===== src/rtl/button_conditioner.sv =====
// Multi-channel pushbutton conditioner: 2-flop sync, stability-count debounce,
// press/release strobes, long-press hold level and auto-repeat strobes.
// release/repeat are reserved words, so those outputs are release_pulse/repeat_pulse.
module button_conditioner #(
  parameter int NCH          = 4,
  parameter int NDELAY       = 650000,
  parameter int NBITS        = 20,
  parameter int ACTIVE_LOW   = 0,
  parameter int TICK_DIV     = 65000,
  parameter int PBITS        = 17,
  parameter int HOLD_TICKS   = 500,
  parameter int REPEAT_TICKS = 100,
  parameter int TBITS        = 10
) (
  input  logic             clk,
  input  logic             reset,
  input  logic [NCH-1:0]   noisy,
  output logic [NCH-1:0]   clean,
  output logic [NCH-1:0]   press,
  output logic [NCH-1:0]   release_pulse,
  output logic [NCH-1:0]   hold,
  output logic [NCH-1:0]   repeat_pulse,
  output logic [2*NCH-1:0] state_dbg
);

  typedef enum logic [1:0] {
    ST_IDLE    = 2'd0,
    ST_PRESSED = 2'd1,
    ST_HELD    = 2'd2
  } state_t;

  localparam logic [NBITS-1:0] DLY       = NBITS'(NDELAY);
  localparam logic [PBITS-1:0] TICK_LAST = PBITS'(TICK_DIV - 1);
  localparam logic [TBITS-1:0] HOLD_LAST = TBITS'(HOLD_TICKS - 1);
  localparam logic [TBITS-1:0] REP_LAST  = TBITS'((REPEAT_TICKS == 0) ? 0 : REPEAT_TICKS - 1);
  localparam logic             REP_EN    = (REPEAT_TICKS != 0);

  logic [NCH-1:0]   in_pol;
  logic [PBITS-1:0] pcnt;
  logic             tick;

  assign in_pol = (ACTIVE_LOW != 0) ? ~noisy : noisy;

  // Shared free-running prescaler; tick marks the last count before wrap.
  assign tick = (pcnt == TICK_LAST);

  always_ff @(posedge clk) begin
    if (reset) begin
      pcnt <= '0;
    end else if (tick) begin
      pcnt <= '0;
    end else begin
      pcnt <= pcnt + 1'b1;
    end
  end

  for (genvar g = 0; g < NCH; g++) begin : g_ch
    logic             sync1, sync2, xnew;
    logic             clean_q, press_q, release_q, hold_q, repeat_q;
    logic [NBITS-1:0] count;
    logic             settled, rise, fall;
    state_t           state, state_nx;
    logic [TBITS-1:0] hold_cnt, hold_cnt_nx, rep_cnt, rep_cnt_nx;
    logic             hold_nx, repeat_nx;

    // rise/fall are the edges on which clean is about to change; the FSM acts
    // on them directly so hold drops in the same cycle release is visible.
    assign settled = (sync2 == xnew) && (count == DLY);
    assign rise    = settled && xnew && !clean_q;
    assign fall    = settled && !xnew && clean_q;

    always_ff @(posedge clk) begin
      if (reset) begin
        sync1     <= 1'b0;
        sync2     <= 1'b0;
        xnew      <= 1'b0;
        count     <= '0;
        clean_q   <= 1'b0;
        press_q   <= 1'b0;
        release_q <= 1'b0;
        state     <= ST_IDLE;
        hold_cnt  <= '0;
        rep_cnt   <= '0;
        hold_q    <= 1'b0;
        repeat_q  <= 1'b0;
      end else begin
        sync1 <= in_pol[g];
        sync2 <= sync1;
        if (sync2 != xnew) begin
          xnew  <= sync2;
          count <= '0;
        end else if (count == DLY) begin
          clean_q <= xnew;
        end else begin
          count <= count + 1'b1;
        end
        press_q   <= rise;
        release_q <= fall;
        state     <= state_nx;
        hold_cnt  <= hold_cnt_nx;
        rep_cnt   <= rep_cnt_nx;
        hold_q    <= hold_nx;
        repeat_q  <= repeat_nx;
      end
    end

    always_comb begin
      state_nx    = state;
      hold_cnt_nx = hold_cnt;
      rep_cnt_nx  = rep_cnt;
      hold_nx     = hold_q;
      repeat_nx   = 1'b0;
      case (state)
        ST_IDLE: begin
          if (rise) begin
            state_nx    = ST_PRESSED;
            hold_cnt_nx = '0;
          end
        end
        ST_PRESSED: begin
          if (fall) begin
            state_nx    = ST_IDLE;
            hold_cnt_nx = '0;
            rep_cnt_nx  = '0;
            hold_nx     = 1'b0;
          end else if (tick) begin
            if (hold_cnt == HOLD_LAST) begin
              state_nx   = ST_HELD;
              hold_nx    = 1'b1;
              repeat_nx  = 1'b1;
              rep_cnt_nx = '0;
            end else begin
              hold_cnt_nx = hold_cnt + 1'b1;
            end
          end
        end
        ST_HELD: begin
          // Release beats a same-cycle tick, so no repeat can escape on release.
          if (fall) begin
            state_nx    = ST_IDLE;
            hold_cnt_nx = '0;
            rep_cnt_nx  = '0;
            hold_nx     = 1'b0;
          end else if (tick && REP_EN) begin
            if (rep_cnt == REP_LAST) begin
              repeat_nx  = 1'b1;
              rep_cnt_nx = '0;
            end else begin
              rep_cnt_nx = rep_cnt + 1'b1;
            end
          end
        end
        default: begin
          state_nx    = ST_IDLE;
          hold_cnt_nx = '0;
          rep_cnt_nx  = '0;
          hold_nx     = 1'b0;
        end
      endcase
    end

    assign clean[g]           = clean_q;
    assign press[g]           = press_q;
    assign release_pulse[g]   = release_q;
    assign hold[g]            = hold_q;
    assign repeat_pulse[g]    = repeat_q;
    assign state_dbg[2*g +: 2] = state;
  end

endmodule


===== config.mk =====
export PLATFORM = sky130hd
export DESIGN_NAME = button_conditioner
export DESIGN_NICKNAME = d
export VERILOG_FILES = /design/src/rtl/button_conditioner.sv
export SDC_FILE = /design/constraint.sdc
export NUM_CORES = 1
export LEC_CHECK = 0
export BUFFER_PORTS_ARGS = -buffer_cell sky130_fd_sc_hd__buf_4
export CAP_MARGIN = 0
export CELL_PAD_IN_SITES_DETAIL_PLACEMENT = 0
export CELL_PAD_IN_SITES_GLOBAL_PLACEMENT = 1
export CORE_ASPECT_RATIO = 1.1
export CORE_MARGIN = 10
export CORE_UTILIZATION = 48
export DETAILED_ROUTE_END_ITERATION = 7
export PLACE_DENSITY = 0.82
export REMOVE_ABC_BUFFERS = 1
export SLEW_MARGIN = 10
export SYNTH_ARGS = -nofsm -noshare
export SYNTH_HDL_FRONTEND = slang
export SYNTH_SLANG_ARGS = --single-unit

===== constraint.sdc =====
create_clock -name clk -period 2.69 [get_ports clk]
set_input_delay 0.1345 -clock clk [delete_from_list [all_inputs] [get_ports clk]]
set_output_delay 0.1345 -clock clk [all_outputs]
set_load 0.02 [all_outputs]

======== Yosys cells after proc, flatten, opt, wreduce, memory -nomap -nowiden ========
Cells that the tools add are included.
operators by class
  eq/ne operators ......................... 53
  $add $sub $neg .......................... 13
  bitwise gates (word level) .............. 8
  reduce and logical (&&, ||, !) cells .... 57
  multiplexer cells ....................... 124
operators by type and width
  operator                                                           count
  10-bit 2-to-1 mux                                                  44
  10-bit one-hot mux with 3 select lines                             8
  10-bit by 1-bit adder with 10-bit output, second input constant    8
  20-bit by 1-bit adder with 20-bit output, second input constant    4
  20-bit == test, second input constant                              4
  4-bit AND reduction                                                16
  3-bit inequality test, second input constant                       16
  10-bit by 7-bit == test with 1-bit output, second input constant   4
  10-bit by 9-bit == test with 1-bit output, second input constant   4
  1-bit 2-to-1 mux                                                   40
  2-bit 2-to-1 mux                                                   20
  2-bit one-hot mux with 3 select lines                              4
  1-bit logical AND                                                  20
  17-bit by 1-bit adder with 17-bit output, second input constant    1
  17-bit by 16-bit == test with 1-bit output, second input constant  1
  2-bit inequality test, second input constant                       8
  1-bit one-hot mux with 3 select lines                              4
  2-bit OR reduction                                                 5
  2-bit by 1-bit == test with 1-bit output, second input constant    4
  2-bit == test, second input constant                               4
  1-bit logical NOT                                                  8
  2-bit logical NOT                                                  4
  1-bit NOT                                                          8
  1-bit one-hot mux with 2 select lines                              4
  other kinds (3)                                                    12
word-level totals
  bits in registers ....................... 217
  bits of input ports ..................... 6
  output and inout port bits .............. 28

======== Depth between registers and ports, before layout ========
  depth after elaboration ................. 6
  mapped depth ............................ 10
  mapped depth without buffers ............ 8

======== Worst setup path before layout ========
Ideal clock, no wire load.
  kind .................................... reg2reg
  from .................................... reg g_ch[3].state[0]
  to ...................................... reg g_ch[3].hold_cnt[2]
  path buffers ............................ 0
  cell stages (with the launch flop) ...... 8
  library setup time ...................... 70 ps
  arrival time ............................ 2549 ps
  required time ........................... 2620 ps
  setup slack ............................. 71 ps
  path through ............................ dfxtp_1 inv_1 ha_1 or4b_2 o32ai_4 a31oi_1 or4_1 a21oi_1
on the way
  longest elaborated chain between the ends .. 3
  elaborated cells between the ends (all ways) .. 9
  classes of those cells .................. eq/ne: 6; mux: 1; reduce/logical: 2
RTL lines
  element                                                                          RTL line  text
  start, declared                                                                  62        state_t state, state_nx;
  start signal, assigned                                                           99        state <= state_nx;
  2-bit by 1-bit == test with 1-bit output, or another cell as far along           113       case (state)
  3-bit inequality test (no line) / 2-bit inequality test (equally long branches)  n/a
  4-bit AND reduction (no line)                                                    n/a
  end signal, assigned                                                             100       hold_cnt <= hold_cnt_nx;
  end, declared                                                                    63        logic [TBITS-1:0] hold_cnt, hold_cnt_nx, rep_cnt, rep_cnt_nx;
Several ways; a longest one is shown, not always the timed one.
A chain may end at the register's enable or synchronous reset.

======== Worst setup path after layout ========
  from .................................... reg pcnt[0]
  to ...................................... reg g_ch[1].rep_cnt[9]
on the way
  longest elaborated chain between the ends .. 3
  elaborated cells between the ends (all ways) .. 4
  classes of those cells .................. eq/ne: 3; reduce/logical: 1
RTL lines
  element                                         RTL line  text
  start, declared                                 39        logic [PBITS-1:0] pcnt;
  start signal, assigned                          53        pcnt <= pcnt + 1'b1;
  17-bit by 16-bit == test with 1-bit output (*)  45        assign tick = (pcnt == TICK_LAST);
  3-bit inequality test (no line)                 n/a
  4-bit AND reduction (no line) (*)               n/a
  end signal, assigned                            101       rep_cnt <= rep_cnt_nx;
  end, declared                                   63
Every way passes the cells marked *; elsewhere a longest branch is shown, timed or not.

==> key figures <==
Setup path
  – RR Endpoint: g_ch[1].rep_cnt[9]
  – Crit path DAT: 3.01 ns
  – Startpoint Class: flip-flop
  – Crit path kind: reg -> reg
  – Reg2Reg Launch Point: pcnt[0]
  – CP Max Fanout: 18
  – Worst Setup End Kind: flip-flop
  – CP required: 3.14 ns
  – Reg2Reg Depth: 8
  – Reg2Reg Setup Slack: about 0.13 ns

Cells and area
  – Share of cells above drive strength 1: between 10 and 15%
  – Final Instance Area: roughly 13,000 um^2
  – Util after Layout: 56.6%
  – Final net count: 1,405
  – Area grow syn2layout: 17.1%
  – Cell Count, Final, Fillers Out: 1,689
  – Antenna Cells: 0

Timing
  – Max-slew headroom: 30.9%
  – Max-slew violations: 0
  – Maximum operating frequency: 0.391 GHz
  – Setup TNS: 0 ns
  – Crit path time final: 2.56 ns
  – Final clock skew: 0.0138 ns
  – Final worst-path cycle share: 95.0%
  – Worst-Margin Slew: about 1.0 ns
  – Count of final setup violators: 0
  – Final Hold Fails: 0
  – RSZ-0062 raised after global routing: yes

Floorplan
  – Starting density of the core: 48.4%
  – Rows: 58
  – Core footprint: 22,700 um^2
  – Die Footprint: 29,300 um^2
  – Die H: 179 um
  – Die X: 164 um
  – # IOs: 34

Clocking
  – Clk root buf: clkbuf_16
  – Setup bufs post-CTS: 0
  – H-tree Lvls: 1
  – Clk buf depth: 3
  – CTS buffer count: 25
  – Clock Sink Count: 217
  – CTS tree: yes
  – Clock latency on the worst-skew pair: 0.53 ns
  – Clk slew on worst S/H paths: 0.06 ns

Worst hold path
  – Hold WC Path Type: in -> reg
  – Min-delay src: noisy[2]
  – Endpoint, Worst Hold: g_ch[2].sync1
  – Hold Path Depth: 3

Synth
  – Top post-synthesis cells by area: dfxtp_1 40%, nor2_1 5.2%, a21oi_1 4.0%
  – Synth area leader: dfxtp_1
  – Seq/Total Area, Yosys: 39.5%
  – Yosys cell types: 74
  – Synth cell count leaders: 217 x dfxtp_1, 151 x nor2_1, 88 x a21oi_1, 88 x nand2_1, 78 x o21ai_0
  – Yosys reg bits: 217
  – Avg Cell Area, Syn: 8.37 um^2
  – Ys flop type: dfxtp_1
  – Synth top area share: 39.5%
  – Synth warn: 0
  – Async set-reset flop share out of synthesis: 0%
  – Most common cell in the netlist: dfxtp_1
  – Synth Cell Area: ~11,000 um^2
  – Number of enable flip-flop cells after synthesis: 0
  – Mapped Cells: 1,313

Placed design
  – Area after DPL: 11,700 um^2
  – Placed cells: 1,637
  – Placer Congestion: ~0.83
  – Dpl hpwl: about 17,000 um
  – IO Port Bufs: 33

Power
  – Pleak: 4.68 nW
  – Power per cell area: 605 nW/um^2
  – Tot Pwr: 7.78 mW
  – Maximum vdd drop: 759 uV

Route
  – DRT iter0 DRCs: 530
  – DRT antenna net count: 0
  – Residual DRC: 0
  – Pre-antenna DRT Iters: 5
  – DR WL/cell: around 15 um
  – Vias: 9,471
  – Drt total wl: 24,800 um
  – Via density: approximately 5.6

GRT
  – Initial antenna violation count: 0
  – Vias in the first global route: 8,892
  – Largest net degree at the start of global routing: 31
  – Total GRT Usage: around 17%
  – Global route overflow: 0
  – First-pass GRT wire length: 42,300 um

Status
  – Status: complete, no violations

Job
  – MaxCap Viol Count: 0
-- power breakdown --
part | switching (mW) | total (mW) | internal (mW)
sequential | 0.0312 | 3.28 | 3.25
clock | 1.36 | 4.07 | 2.71
combinational | 0.275 | 0.433 | 0.158
total | 1.66 | 7.78 | 6.11
-- logic make-up after synthesis --
logic type,after synthesis,share of synthesized area [%]
simple gates,593,29.8
xor+xnor,82,6.54
compound gates,281,16.0
flops,217,39.5
buf+inv,106,4.39
fa+ha+maj,29,3.30
mux,5,0.467
-- metrics by stage --
stage	hold slack (ns)	setup slack [ns]
CTS	0.340	0.0594
global route	0.372	0.00130
detailed placement	0.352	0.0515
global placement	0.347	0.121
finish	0.361	0.135
floorplan	0.201	-0.115
-- flip-flops by register name, summed over array words and instances (netlist names) --
register	count
g_ch.count	80
g_ch.sync2	4
g_ch.xnew	4
g_ch.rep_cnt	40
pcnt	17
g_ch.hold_cnt	40
g_ch.hold_q	4
g_ch.release_q	4
g_ch.clean_q	4
g_ch.repeat_q	4
g_ch.state	8
g_ch.sync1	4
g_ch.press_q	4
-- cell type report --
class,instances,area [um^2]
multi-input cells,990,6230
repair buffers,98,763
inverters,38,143
clock inverters,12,264
clock buffers,34,749
well taps,300,375
flip-flops and latches,217,4340
fillers,2138,9850
-- worst max path at each step --
stage | start | end | slack, ns | cells after the start
4_1_cts | pcnt[0] | g_ch[1].rep_cnt[6] | 0.06 | 6
5_1_grt | pcnt[0] | g_ch[0].rep_cnt[6] | 0.001 | 8
3_3_place_gp | pcnt[0] | g_ch[1].rep_cnt[7] | 0.12 | 6
3_5_place_dp | pcnt[0] | g_ch[1].rep_cnt[6] | 0.05 | 6
6_report | pcnt[0] | g_ch[1].rep_cnt[9] | 0.13 | 8
2_1_floorplan | g_ch[1].count[3] | g_ch[1].rep_cnt[3] | -0.11 | 6
-- metal layers --
| layer | part of all wire [%] | global-route usage [%] | routed length, um | vias to the layer above |
|---|---|---|---|---|
| li1 | - | - | - | 4875 |
| met1 | 47 | 21.1 | 11500 | 4441 |
| met2 | 47 | 28.7 | 11700 | 119 |
| met3 | 3.9 | 2.64 | 967 | 36 |
| met4 | 2.1 | 4.73 | 509 | 0 |
| met5 | 0 | 0 | 0 | - |
-- worst max-delay path, stage by stage, from the launching register on --
cell	delay (ns)
dfxtp_1	0.36
ha_1	0.18
nand4b_1	0.17
or4_4	0.59
buf_12	0.18
nor2_1	0.26
nor2_1	0.13
or4_1	0.48
a21oi_1	0.14
-- layout by cell type, fill, tap and decap left out, types with 29 or more instances in the layout --
cell type,n
nor3_1,35
inv_1,38
xor2_1,50
nand2_1,87
xnor2_1,32
and3_1,44
buf_4,91
nor2_1,147
nand3_1,67
o21ai_0,77
a21oi_1,88
dfxtp_1,217
nand4_1,32
ha_1,29
-- what timing repair did --
action,in CTS,in global routing
resized for setup,0,15
endpoints found under the setup margin,0,36
hold buffers,6,0
endpoints found under the hold margin,6,0
Note: power is estimated with default switching activity, not from simulation.
